## src/rtl/uart_pkg.sv

```systemverilog
// Shared UART definitions: transmit state encoding, baud-rate table and divisor helper.
// The RX path is expected to reuse the same table and helper.
package uart_pkg;

   typedef enum logic [2:0] {IDLE, START, DATA, PARITY, STOP} tx_state_t;

   // br 8..15 alias the fastest rate so the CSR reset value 4'hf lands on 115200
   localparam int unsigned BAUD_HZ [0:15] = '{
      1200, 2400, 4800, 9600, 19200, 38400, 57600, 115200,
      115200, 115200, 115200, 115200, 115200, 115200, 115200, 115200
   };

   function automatic logic [31:0] div_for(input int unsigned clk_hz, input logic [3:0] br);
      return 32'(clk_hz / BAUD_HZ[br]);
   endfunction

endpackage

```

## src/rtl/uart_baud_cnt.sv

```systemverilog
// Loadable bit-period down-counter; bit_end marks the last cycle of each bit period.
// Reloads itself on bit_end so consecutive bits need no extra load pulse.
module uart_baud_cnt #(
   parameter int unsigned DIV_W = 16
) (
   input  logic             clk,
   input  logic             rst,
   input  logic             run,
   input  logic             load,
   input  logic [DIV_W-1:0] div,
   output logic             bit_end
);

   logic [DIV_W-1:0] cnt;

   assign bit_end = run && !load && (cnt == '0);

   always_ff @(posedge clk) begin
      if (rst) begin
         cnt <= '0;
      end else if (load || bit_end) begin
         cnt <= div - DIV_W'(1);
      end else if (!run) begin
         cnt <= '0;
      end else begin
         cnt <= cnt - DIV_W'(1);
      end
   end

endmodule

```

## src/rtl/uart_tx_ctrl.sv

```systemverilog
// UART transmit sequencer: one STRTX pulse sends one 8N1 frame (8E1 when UART_TX_PARITY_EN is defined).
// Divisor and data are latched at frame start so CSR writes mid-frame cannot disturb the line.
module uart_tx_ctrl
   import uart_pkg::*;
#(
   parameter int unsigned CLK_HZ = 50_000_000,
   parameter int unsigned DIV_W  = 16
) (
   input  logic       clk,
   input  logic       rst,
   input  logic       en,
   input  logic       strtx,
   input  logic [3:0] br,
   input  logic [7:0] txdata,
   output logic       uart_tx,
   output logic       tbusy,
   output logic       tx_done
);

   logic [DIV_W-1:0] div_lut [16];

   for (genvar g = 0; g < 16; g++) begin : g_div
      localparam logic [31:0] DIV_FULL = div_for(CLK_HZ, 4'(g));
      if (DIV_FULL < 32'd2 || (DIV_FULL >> DIV_W) != 32'd0) begin : g_bad
         $error("uart_tx_ctrl: baud divisor out of range for CLK_HZ/DIV_W");
      end
      assign div_lut[g] = DIV_FULL[DIV_W-1:0];
   end

   tx_state_t        state;
   tx_state_t        state_nx;
   logic [DIV_W-1:0] div_q;
   logic [DIV_W-1:0] cnt_div;
   logic [7:0]       shreg;
   logic [7:0]       shreg_nx;
   logic [2:0]       idx;
   logic             start_go;
   logic             bit_end;
   logic             tx_nx;
   logic             par_bit;

   assign start_go = (state == IDLE) && en && strtx;
   assign cnt_div  = start_go ? div_lut[br] : div_q;

   uart_baud_cnt #(.DIV_W(DIV_W)) u_baud_cnt (
      .clk     (clk),
      .rst     (rst),
      .run     (state != IDLE),
      .load    (start_go),
      .div     (cnt_div),
      .bit_end (bit_end)
   );

   always_ff @(posedge clk) begin
      if (rst) begin
         state <= IDLE;
      end else begin
         state <= state_nx;
      end
   end

   always_comb begin
      state_nx = state;
      case (state)
         IDLE:   if (en && strtx) state_nx = START;
         START:  if (bit_end) state_nx = DATA;
         DATA: begin
            if (bit_end && idx == 3'd7) begin
`ifdef UART_TX_PARITY_EN
               state_nx = PARITY;
`else
               state_nx = STOP;
`endif
            end
         end
         PARITY: if (bit_end) state_nx = STOP;
         STOP:   if (bit_end) state_nx = IDLE;
         default: state_nx = IDLE;
      endcase
      // losing enable abandons the frame from any active state
      if (state != IDLE && !en) state_nx = IDLE;
   end

   always_comb begin
      case (state_nx)
         START:   tx_nx = 1'b0;
         DATA:    tx_nx = shreg_nx[0];
         PARITY:  tx_nx = par_bit;
         default: tx_nx = 1'b1;
      endcase
      tbusy   = (state != IDLE);
      tx_done = (state == STOP) && bit_end && en;
   end

   always_comb begin
      shreg_nx = shreg;
      if (start_go) begin
         shreg_nx = txdata;
      end else if (state == DATA && bit_end) begin
         shreg_nx = shreg >> 1;
      end
   end

   always_ff @(posedge clk) begin
      if (rst) begin
         div_q   <= '0;
         shreg   <= '0;
         idx     <= '0;
         uart_tx <= 1'b1;
      end else begin
         uart_tx <= tx_nx;
         shreg   <= shreg_nx;
         if (start_go) begin
            div_q <= div_lut[br];
            idx   <= '0;
         end else if (state == DATA && bit_end) begin
            idx <= idx + 3'd1;
         end
      end
   end

`ifdef UART_TX_PARITY_EN
   always_ff @(posedge clk) begin
      if (rst) begin
         par_bit <= 1'b0;
      end else if (start_go) begin
         par_bit <= ^txdata;
      end
   end
`else
   assign par_bit = 1'b1;
`endif

endmodule

```

## config.mk

```make
export PLATFORM = sky130hd
export DESIGN_NAME = uart_tx_ctrl
export DESIGN_NICKNAME = d
export VERILOG_FILES = /design/src/rtl/uart_pkg.sv /design/src/rtl/uart_baud_cnt.sv /design/src/rtl/uart_tx_ctrl.sv
export SDC_FILE = /design/constraint.sdc
export NUM_CORES = 1
export LEC_CHECK = 0
export ABC_AREA = 0
export CAP_MARGIN = 25
export CELL_PAD_IN_SITES_DETAIL_PLACEMENT = 1
export CELL_PAD_IN_SITES_GLOBAL_PLACEMENT = 2
export CORE_MARGIN = 2
export CORE_UTILIZATION = 33
export DETAILED_ROUTE_END_ITERATION = 8
export PLACE_DENSITY_LB_ADDON = 0.1
export SETUP_SLACK_MARGIN = 0.2
export SKIP_CTS_REPAIR_TIMING = 1
export SLEW_MARGIN = 5
export SYNTH_ARGS = -nofsm -noshare
export SYNTH_HDL_FRONTEND = slang
export SYNTH_HIERARCHICAL = 1
export SYNTH_SLANG_ARGS = --single-unit
```

## constraint.sdc

```tcl
create_clock -name clk -period 3.4 [get_ports clk]
set_input_delay 0.68 -clock clk [delete_from_list [all_inputs] [get_ports clk]]
set_output_delay 0.68 -clock clk [all_outputs]
set_load 0.005 [all_outputs]
```

## After elaboration in Yosys (flattened, before gate mapping)

Memories as Yosys holds them, arrays and structs flattened.
Cells that the tools add are included.
W data, S select, Z words.

| word-level totals | value |
|---|---|
| register bits after elaboration | 47 |
| ROM bits | 256 |
| input port bits | 16 |
| output and inout bits | 3 |
| logic and storage cells | 53 |
| memories | 1 |

| operators by class | value |
|---|---|
| add/subtract/negate cells | 3 |
| order comparisons | 1 |
| eq/ne operators | 7 |
| muxes and demuxes | 15 |
| bitwise gates (word level) | 1 |
| reduce and logical (&&, ||, !) cells | 18 |

Memory list:

| memory | words | width | rd ports | clocked after Yosys merged registers in | wr ports | RTL line | source |
|---|---|---|---|---|---|---|---|
| (name not given) | 16 | 16 | 1 | 0 | 0 | uart_tx_ctrl.sv:114 | `div_q <= div_lut[br];` |

Operator list:

| cell | number |
|---|---|
| $mux W16 | 5 |
| $sub A16 B1 Y16 const B | 2 |
| $mux W3 | 6 |
| $logic_not A16 Y1 | 1 |
| $mux W8 | 2 |
| $pmux W3 S5 | 1 |
| $logic_and A1 B1 Y1 | 10 |
| $eq A3 B2 Y1 const B | 3 |
| $eq A3 B1 Y1 const B | 2 |
| $eq A3 B3 Y1 const B | 2 |
| $ge A5 B5 Y1 const B | 1 |
| $not A4 Y5 | 1 |
| $add A3 B1 Y3 const B | 1 |
| $logic_not A3 Y1 | 1 |
| $reduce_bool A3 Y1 | 1 |
| $logic_not A1 Y1 | 2 |
| $pmux W1 S2 | 1 |
| $reduce_bool A2 Y1 | 1 |
| $reduce_or A2 Y1 | 1 |
| $logic_or A1 B1 Y1 | 1 |

## Logic depth before layout (Yosys ltp)

| logic depth | value |
|---|---|
| depth in word-level cells | 12 |
| mapped depth | 14 |
| mapped depth without buffers | 12 |

## Cells and area by module

Netlist, hierarchy kept.

By module, submodules not included:

| module | instances | cells each | area an instance (µm²) | sequential area each (µm²) |
|---|---|---|---|---|
| uart_tx_ctrl | 1 | 178 | 1561.5 | 620.6 |
| uart_baud_cnt | 1 | 141 | 1208.7 | 320.3 |

## Least setup slack after synthesis

Ideal clock, no wire load.

| timing | value |
|---|---|
| kind | register to register |
| start | register state[0] |
| end | register u_baud_cnt.cnt[12] |
| setup time | 0.079 ns |
| arrival | 3.174 ns |
| data required time | 3.321 ns |
| setup slack | 0.147 ns |
| cell stages (with the launch flop) | 14 |
| path buffers | 2 |
| period minus slack after synthesis | 3.253 ns |
| cell sequence | dfxtp_1 > or3_4 > or2_1 > buf_6 > clkinv_1 > buf_2 > a31oi_1 > inv_1 > ha_1 > or4b_2 > nor3_1 > nand2_1 > xor2_1 > a211oi_2 |

| between the ends | value |
|---|---|
| elaborated cells on any way between the ends | 12 |
| those cells by class | 1 x add/sub; 3 x mux; 8 x reduce/logical |

RTL lines:

| what | RTL line | source |
|---|---|---|
| start, declared | uart_tx_ctrl.sv:30 | `tx_state_t state;` |
| start signal, assigned | uart_tx_ctrl.sv:58 | `state <= state_nx;` |
| $reduce_bool A3 Y1 (*) | n/a |  |
| named net tbusy | uart_tx_ctrl.sv:16 | `output logic tbusy,` |
| $logic_and A1 B1 Y1 (2 in a row) | uart_baud_cnt.sv:16 | `assign bit_end = run && !load && (cnt == '0);` |
| $logic_or A1 B1 Y1 | uart_baud_cnt.sv:21 | `end else if (load \|\| bit_end) begin` |
| $mux W16 (*) | uart_baud_cnt.sv:21 |  |
| end signal, assigned | uart_baud_cnt.sv:22 | `cnt <= div - DIV_W'(1);` |
| end signal, assigned | uart_baud_cnt.sv:26 | `cnt <= cnt - DIV_W'(1);` |
| end, declared | uart_baud_cnt.sv:14 | `logic [DIV_W-1:0] cnt;` |

Mark *: on every way through the listed nets, which the timed path passes. The rest lies on a longest branch.
A chain may end at the register's enable or synchronous reset.

## Final worst setup path

| timing | value |
|---|---|
| start | register state[0] |
| end | register u_baud_cnt.cnt[15] |

| between the ends | value |
|---|---|
| elaborated cells on any way between the ends | 12 |
| those cells by class | 1 x add/sub; 3 x mux; 8 x reduce/logical |

RTL lines:

| what | RTL line | source |
|---|---|---|
| $logic_not A3 Y1 | uart_tx_ctrl.sv:42 | `assign start_go = (state == IDLE) && en && strtx;` |
| $logic_and A1 B1 Y1 (2 in a row) | uart_tx_ctrl.sv:42 |  |
| $mux W16 | n/a |  |
| named net cnt_div[3] | uart_tx_ctrl.sv:33 | `logic [DIV_W-1:0] cnt_div;` |
| $sub A16 B1 Y16 | uart_baud_cnt.sv:22 |  |
| $mux W16 | uart_baud_cnt.sv:21 |  |

The timed path passes the listed nets, and every way through them passes these cells.

==> results.yml <==
power:
  power.density_nw_per_um2: 399
  p_leak_nw: 1.57
  peakVddDrop_v: 0.000166
placement:
  portBuffers: 18
  dp.final_hpwl_um: 5390
  gp_congestion: 0.740
  dp.cells: 483
timing:
  finalClockSkew_ns: 0.00729
  slew_headroom_pct: 48.2
  fin_crit_sh_pct: 89.9
  fmaxAchievable_mhz: 327
  rsz0062_at_grt: "false"
  finalHoldViolCount: 0
  fin_crit_ns: 3.06
  finalMaxSlewViolations: 0
  setup_viol_count_final: 0
  fin_hold_ws_ns: 0.469
  worst_pin_slew_ns: 0.771
worst_setup_path:
  crit_type: "register to register"
  r2r_start: "state[0]"
  crit_path_end_kind: "register"
  cp.arrival_ns: 3.27
  crit_path_start_kind: "register"
  crit_fanout: 5
  worstPathRequired_ns: 3.61
  r2r_cells: 9
  cp-startpoint: "state[0]"
yosys:
  synth-seq-cells: 47
  synthArstFlopShare_pct: 0
  synth_seq_area_share_pct: 34.0
  ys_warn_count: 6
  synth-edff-count: 0
  synth_top_area_cell: "dfxtp_1"
  syn_inst: 319
  syn-mean-instance-area_um2: 8.68
  syn-cell-area_um2: 2770
  ys_types: 55
  syn_nets: 344
  netlist.area_leader.share_pct: 34.0
  ys.flop_type: "dfxtp_1"
  synth_area_leaders: "dfxtp_1, a211oi_1, a21oi_1"
global_route:
  grt.overflow.total: 0
  grt_max_degree: 47
  antenna_found_initial: 0
  grt_pass1_vias: 2457
  grt.total_usage_pct: 17.0
  grt_pass1_wl_um: 12200
floorplanning:
  die_h_um: 95.6
  initial_utilization_pct: 33.9
  num_io_pins: 19
  num_rows: 33
  coreArea_um2: 8180
  dieWidth_um: 95.6
  dieArea_um2: 9140
cells_and_area:
  antenna_cells: 0
  finish.utilization_pct: 46.5
  nets: 416
  syn2layout_area_growth_pct: 37.1
  fin_cells: 497
  layout-drive-gt1-share_pct: 31.4
routing:
  met3_wirelength_um: 114
  dr.pass1.iters: 4
  wl_per_cell_um: 14.6
  drt_iter0_drc: 39
  top_layer: "met4"
  drc: 0
  drt-met1-wl_um: 3700
  final_antenna_net_count: 0
  met2_length_um: 3350
  drt_wl_total_um: 7240
  vias_per_cell: 5.04
  vias: 2506
run_status:
  status: "complete, no violations"
clocking:
  cts_max_level: 2
  cts_tree: "built"
  clockBufferDepth: 2
  cts_buffers: 5
  cts.clk_slew.worst_paths_ns: 0.09
  cts_root_buf: "clkbuf_8"
  cts_num_sinks: 47
  clk_latency_ns: 0.30
min_path:
  hold_path_depth: 2
  holdCritStartpoint: "div_q[15]"
  min-delay-path-class: "register to register"
flow_run:
  drv_cap: 0
critical path, stage by stage, from the launching register on:
cell and delay [ns]:
dfxtp_1 0.32, or3_4 0.40, or2_4 0.29, inv_4 0.09
mux2_4 0.33, or4_4 0.49, or3_4 0.38, nor4_4 0.29
xnor2_1 0.11, o32ai_1 0.26
layout make-up:
| cell class | instances | area [um^2] |
|---|---|---|
| Fill cell | 964 | 4380 |
| Clock inverter | 3 | 43.8 |
| Inverter | 10 | 40.0 |
| Clock buffer | 5 | 68.8 |
| Sequential cell | 47 | 942 |
| Multi-Input combinational cell | 244 | 1850 |
| Timing Repair Buffer | 83 | 719 |
| Tap cell | 105 | 131 |
worst paths after layout:
path / endpoint / slack, ns
max: u_baud_cnt/cnt[15] / 0.34
min reg2reg: div_q[15] / 0.47
max reg2reg: u_baud_cnt/cnt[15] / 0.34
min: div_q[15] / 0.47
registers in the layout, summed over array words and instances (netlist names):
| register | flops |
|---|---|
| div_q | 16 |
| shreg | 8 |
| idx | 3 |
| u_baud_cnt/cnt | 16 |
| uart_tx | 1 |
| state | 3 |
per-layer routing:
metal	vias up	track usage (%)
met2	19	27.3
met4	0	3.93
met5	-	0
li1	1288	-
met3	7	2.37
met1	1192	24.1
cells by family after synthesis:
kind of cell | Yosys count | synth area share (%)
flops | 47 | 34.0
buf+inv | 28 | 5.24
mux | 14 | 5.24
xor+xnor | 24 | 7.59
fa+ha+maj | 10 | 4.43
simple gates | 125 | 25.4
compound gates | 71 | 18.2
placed cells by master, fill, tap and decap left out, drive strengths merged, types with 2 or more instances in the layout:
cell and instances:
clkinv 2, nand2 25, mux2i 10, a21oi 26, ha 9, clkdlybuf4s50 10, or2 2, a211oi 22
or3 10, nand3b 2, o31ai 3, nor3 11, a31oi 2, nor2 32, or4b 3, buf 65
dfxtp 47, dlymetal6s2s 7, inv 10, a21o 2, and4bb 2, or4 5, o32ai 2, clkbuf 6
nor4b 2, xor2 12, nand3 5, nor2b 8, nor4 6, o21ai 5, mux2 4, nand2b 7
xnor2 12, a311oi 3
cells in the mapped netlist, types with 2 or more instances:
library cell and count:
xor2_1 12, or3_1 8, o32ai_1 2, a21oi_1 25, a311oi_2 2, buf_6 4
dfxtp_1 47, o31ai_1 3, inv_1 9, nor3_1 11, and4bb_2 2, o21ai_0 5
or3_4 2, mux2_2 4, nand3_1 5, clkbuf_1 10, ha_1 9, or4_1 2
nor2b_1 8, nand2b_1 7, or4_4 3, nor2_1 32, mux2i_1 10, nand3b_1 2
a211oi_1 20, nand2_1 25, a31oi_1 2, xnor2_1 12, buf_2 2, a211oi_2 2
a21o_1 2, nor4_1 6, buf_4 2
per-stage QoR:
step	power (W)	setup TNS, ns	setup WS (ns)	instance area, um^2
after floorplan	0.000908	0	0.215	2780
after global placement	0.00106	-1.57	-0.274	3420
after detailed placement	0.00106	-1.89	-0.258	3420
after CTS	0.00148	-0.0962	-0.0962	3530
after global routing	0.00162	0	0.205	3800
final	0.00152	0	0.345	3800
power by group:
part	total (W)	internal (W)	leakage [nW]	switching (W)
Sequential	0.000607	0.000585	0.384	0.0000221
Clock	0.000416	0.000219	0.0581	0.000197
Combinational	0.000492	0.000247	1.13	0.000246
Total	0.00152	0.00105	1.57	0.000465
No activity file was read; power rests on OpenSTA's default activity.
